$ cat src/rtl/riscv2consumer_bank.sv
// Bank of NUM_PORTS independent first-word-fall-through stream FIFOs, with
// per-channel flush, occupancy counts and a global idle flag.
module riscv2consumer_bank #(
    parameter int unsigned  NUM_PORTS  = 5,
    parameter int unsigned  DATA_WIDTH = 32,
    parameter int unsigned  DEPTH      = 4,
    localparam int unsigned CNT_W      = $clog2(DEPTH) + 1
) (
    input  logic                            clk,
    input  logic                            reset,
    input  logic [NUM_PORTS*DATA_WIDTH-1:0] din,
    input  logic [NUM_PORTS-1:0]            val_in,
    output logic [NUM_PORTS-1:0]            ready_upward,
    output logic [NUM_PORTS*DATA_WIDTH-1:0] dout,
    output logic [NUM_PORTS-1:0]            val_out,
    input  logic [NUM_PORTS-1:0]            ready_downward,
    input  logic [NUM_PORTS-1:0]            flush,
    output logic [NUM_PORTS*CNT_W-1:0]      count,
    output logic                            idle
);
    localparam int unsigned PTR_W = $clog2(DEPTH);

    logic [NUM_PORTS-1:0] busy_d;
    logic                 idle_q;

    for (genvar g = 0; g < NUM_PORTS; g++) begin : g_ch
        logic [DATA_WIDTH-1:0] mem_q [DEPTH];
        logic [PTR_W-1:0]      rptr_q;
        logic [PTR_W-1:0]      wptr_q;
        logic [CNT_W-1:0]      cnt_q;
        logic [CNT_W-1:0]      cnt_d;
        logic                  push;
        logic                  pop;

        // Handshakes depend only on registered occupancy (plus reset).
        assign ready_upward[g] = (cnt_q != CNT_W'(DEPTH)) && !reset;
        assign val_out[g]      = (cnt_q != '0);
        assign push            = val_in[g] & ready_upward[g];
        assign pop             = val_out[g] & ready_downward[g];

        always_comb begin
            cnt_d = cnt_q;
            if (reset || flush[g]) begin
                cnt_d = '0;
            end else if (push && !pop) begin
                cnt_d = cnt_q + CNT_W'(1);
            end else if (pop && !push) begin
                cnt_d = cnt_q - CNT_W'(1);
            end
        end

        // Reset also clears storage so the head reads zero afterwards.
        always_ff @(posedge clk) begin
            if (reset) begin
                rptr_q <= '0;
                wptr_q <= '0;
                for (int unsigned k = 0; k < DEPTH; k++) begin
                    mem_q[k] <= '0;
                end
            end else if (flush[g]) begin
                rptr_q <= '0;
                wptr_q <= '0;
            end else begin
                if (push) begin
                    mem_q[wptr_q] <= din[g*DATA_WIDTH +: DATA_WIDTH];
                    wptr_q        <= wptr_q + PTR_W'(1);
                end
                if (pop) begin
                    rptr_q <= rptr_q + PTR_W'(1);
                end
            end
            cnt_q <= cnt_d;
        end

        assign busy_d[g]                         = (cnt_d != '0);
        assign dout[g*DATA_WIDTH +: DATA_WIDTH]  = mem_q[rptr_q];
        assign count[g*CNT_W +: CNT_W]           = cnt_q;
    end

    // Idle mirrors the registered counts, so it is computed from next-state.
    always_ff @(posedge clk) begin
        idle_q <= ~|busy_d;
    end

    assign idle = idle_q;

endmodule

$ cat config.mk
export PLATFORM = sky130hd
export DESIGN_NAME = riscv2consumer_bank
export DESIGN_NICKNAME = d
export VERILOG_FILES = /design/src/rtl/riscv2consumer_bank.sv
export SDC_FILE = /design/constraint.sdc
export NUM_CORES = 1
export LEC_CHECK = 0
export BUFFER_PORTS_ARGS = -buffer_cell sky130_fd_sc_hd__buf_2
export CORE_ASPECT_RATIO = 0.6
export CORE_UTILIZATION = 40
export DETAILED_ROUTE_END_ITERATION = 8
export PLACE_DENSITY = 0.56
export SLEW_MARGIN = 5
export SYNTH_ARGS = -nofsm -noshare
export SYNTH_HDL_FRONTEND = slang
export SYNTH_SLANG_ARGS = --single-unit
$ cat constraint.sdc
create_clock -name clk -period 7.19 [get_ports clk]
set_input_delay 0.3595 -clock clk [delete_from_list [all_inputs] [get_ports clk]]
set_output_delay 0.3595 -clock clk [all_outputs]
set_load 0.01 [all_outputs]
==> run_results.csv <==
group,metric,value,unit
worst_setup_path,cpPeakStageDelay,0.85,ns
global_route,grt_pass1_vias,17000,
worst_setup_path,cpLargestDelayFamily,"simple AND/OR/NAND/NOR gates",
drt,wl_per_cell,22.4,um
worst_setup_path,crit_required,7.40,ns
worst_setup_path,slowest_stage,"nor2_2",
worst_hold_path,min_path_cells,2,
pwr,p_per_area,250,nW/um^2
worst_setup_path,rr_startpoint,"g_ch[2].cnt_q[0]",
finish,final_nets,2407,
finish,n_fill_cell,6445,
logic_synthesis,synth_cell_type_count,55,
drt,drt-initial-drc-count,1131,
finish,utilization,0.475,
drt,wl,72.8,mm
logic_synthesis,syn_inst,1869,
pwr,p_leak,13.5,nW
floorplanning,start_util,0.406,
cts,clk_path_buf_depth,3,
cts,cts_setup_buffers,0,
placed_design,dpl.hpwl,44.0,mm
timing,fin_crit,4.03,ns
global_route,gr-total-overflow,0,
cts,cts.clk_slew.worst_paths,0.07,ns
logic_synthesis,synth_area_leader_cell,"edfxtp_1",
cts,cts_tree,"done",
timing,timing.fmax,248,MHz
global_route,grt_pass1_wl,108,mm
run,cap_violations,0,
worst_hold_path,hold_path_startpoint,"din[53]",
drt,firstDrtPassIters,6,
drt,ant_nets,0,
timing,rsz0062_at_grt,"false",
worst_setup_path,r2r_end,"g_ch[2].mem_q[2][24]",
finish,synthToLayoutAreaGrowth,17.1,%
worst_hold_path,hold_path_class,"in -> reg",
worst_hold_path,holdPathEnd,"g_ch[1].mem_q[2][21]",
floorplanning,die_w,355,um
timing,timing_hold_violations_final,0,
logic_synthesis,synthFlopType,"edfxtp_1",
worst_setup_path,worst-path-buf-inv,2,
logic_synthesis,ys_ff_latch,686,
worst_setup_path,path_cells,"inv_1, ha_1, a21oi_1, nor2b_2, buf_4, nand2_1, nor2_2, or2_2",
timing,worstMarginPinSlew,1.12,ns
cts,worstSkewPairLatency,0.61,ns
logic_synthesis,synth_fp_nets,2061,
logic_synthesis,synth-async-reset-ratio,0,
timing,setup_viol,0,
finish,drive_above_1_share,0.312,
floorplanning,placementRows,77,
global_route,grt_max_degree,40,
timing,slew_headroom,0.253,
logic_synthesis,synth_area_leaders,"edfxtp_1 (64%), mux4_2 (12%), and2_1 (11%)",
logic_synthesis,synth-seq-area-share,0.673,
cts,cts_resized,0,
run_status,status,"complete, no violations",
logic_synthesis,synth_top_area_frac,0.642,
cts,htree_levels,3,
logic_synthesis,synthesis.yosys.warnings,0,
cts,numCtsBuffers,68,
timing,fin_skew,0.0180,ns
logic_synthesis,synth.cell_area,29900,um^2
timing,setup_tns,0,ns
pwr,vdd_drop_max,164,uV
floorplanning,core-area,73800,um^2
cts,cts_root_buf,"clkbuf_16",
drt,vias_per_cell,5.07,
worst_setup_path,r2r_cells,8,
cts,hold_buffers,0,
floorplanning,die_area,76000,um^2
drt,num_vias,16500,
worst_setup_path,worst_setup_path_end_kind,"flip-flop",
logic_synthesis,synth_edf_count,640,
worst_setup_path,cp.arrival,4.24,ns
global_route,grt.total_usage,0.191,
placed_design,place.gp.congestion,0.783,
worst_setup_path,ff2ff_setup_slack,3.16,ns
timing,finalCritPeriodShare,0.561,
timing,slew_viol_final,0,
worst_setup_path,critPathMaxFanout,36,
worst_setup_path,critical_path.startpoint_type,"flip-flop",
logic_synthesis,synth_area_per_cell,16.0,um^2
floorplanning,fp.dieH,214,um
floorplanning,pin_count,363,
cts,cts_num_sinks,686,
placed_design,port_buffers,362,
global_route,antenna_found_initial,13,
worst_setup_path,criticalPathCategory,"reg -> reg",
drt,route.detailed.drc,0,
## worst register-to-register path: cells and delay by family, from the launching register on
family / cells / cell delay (ns)
flip-flops: 1 / 0.37
adder cells (fa/ha/maj): 1 / 0.27
buffers and inverters: 2 / 0.43
AND/OR/NAND/NOR: 4 / 2.06
AO/OA/AOI/OAI: 1 / 0.52
## stage by stage
| stage | power (mW) | hold WS [ns] | std cells | cell area (um^2) | setup WS, ns |
|---|---|---|---|---|---|
| after global placement | 5.23 | 0.507 | 3132 | 32800 | 2.97 |
| after global routing | 9.07 | 0.0274 | 3254 | 35000 | 2.73 |
| after CTS | 8.88 | 0.0105 | 3253 | 35000 | 3.07 |
| final | 8.77 | 0.0521 | 3257 | 35000 | 3.16 |
| after floorplan | 4.95 | 0.485 | 1869 | 29900 | 4.53 |
| after detailed placement | 5.24 | 0.511 | 3132 | 32800 | 2.81 |
## where the power goes
group | leakage [nW] | total [mW] | switching, mW | internal [mW]
logic | 5.49 | 0.571 | 0.349 | 0.222
clock network | 1.10 | 3.63 | 1.53 | 2.10
registers | 6.95 | 4.57 | 0.0487 | 4.52
## sequential cells by signal, indices dropped and copies added, names as in the netlist, named ones only
signal and count:
g_ch.cnt_q 15, idle 1, g_ch.wptr_q 10, g_ch.mem_q 640
g_ch.rptr_q 10
## cells in the mapped netlist (2+ instances only)
cell,count
nor4_1,2
xor2_1,13
a21oi_1,11
o2bb2ai_1,2
nor2_2,3
buf_2,4
a211oi_1,12
nor2_1,43
edfxtp_1,640
a21oi_2,2
clkbuf_1,86
buf_6,3
a21o_1,3
and3_1,94
or2_2,19
o21ai_0,3
buf_1,22
dfxtp_1,46
nand2b_1,11
mux4_2,160
nor3_1,2
xnor2_1,12
o21a_1,2
and3_2,2
a221oi_1,2
nand2_1,24
nor3b_1,2
inv_1,29
nor2b_1,2
and2_1,549
mux2i_1,3
nand3_1,8
ha_1,15
o31ai_1,3
and3b_1,3
a31o_2,6
o211ai_1,8
## cells by family after synthesis
group                      synth area share
AOI/OAI and AO/OA                    0.0138
xor gates and xnor gates            0.00807
adders and majority gates           0.00661
buffers and inverters                0.0191
DFF                                   0.673
muxes                                 0.122
and+or+nand+nor                       0.157
## placed cells by master (no fill, tap or decap), types with 13 or more instances in the layout
cell       count
dfxtp_1       41
buf_2        362
edfxtp_1     640
clkbuf_16     73
clkinv_1      13
inv_1         29
buf_4         29
nor2_1        38
ha_1          15
nand2_1       24
and2_1       548
mux4_2       160
and3_1        94
clkinv_2      15
xor2_1        13
or2_2         19
## cell type report
| class | instances | area (um^2) | share of cell area |
|---|---|---|---|
| Sequential cell | 686 | 20100 | 0.575 |
| Multi-Input combinational cell | 1038 | 9290 | 0.265 |
| Timing Repair Buffer | 391 | 2030 | 0.0579 |
| Clock buffer | 84 | 1880 | 0.0536 |
| Tap cell | 987 | 1230 | 0.0352 |
| Clock inverter | 37 | 347 | 0.00989 |
| Inverter | 30 | 113 | 0.00321 |
| Antenna cell | 4 | 10.0 | 0.000286 |
## per-layer routing
| layer | vias up | wire length [um] | track usage |
|---|---|---|---|
| met3 | 105 | 4160 | 0.0493 |
| met2 | 342 | 34500 | 0.307 |
| met4 | 16 | 1380 | 0.0477 |
| met1 | 8424 | 32700 | 0.260 |
| li1 | 7626 | - | - |
| met5 | - | 105 | 0 |
## how the worst max path moves through the flow
stage / startpoint / to / slack, ns / depth (start not counted)
floorplan: g_ch[4].cnt_q[0] / g_ch[4].mem_q[1][0] / 4.53 / 8
global placement: reset / g_ch[2].mem_q[1][8] / 2.97 / 8
detailed placement: reset / g_ch[2].mem_q[2][5] / 2.81 / 9
CTS: g_ch[2].cnt_q[0] / g_ch[2].mem_q[2][24] / 3.07 / 8
global route: g_ch[2].cnt_q[0] / g_ch[2].mem_q[2][16] / 2.73 / 8
finish: g_ch[2].cnt_q[0] / g_ch[2].mem_q[2][24] / 3.16 / 8
No activity file was read; power rests on OpenSTA's default activity.
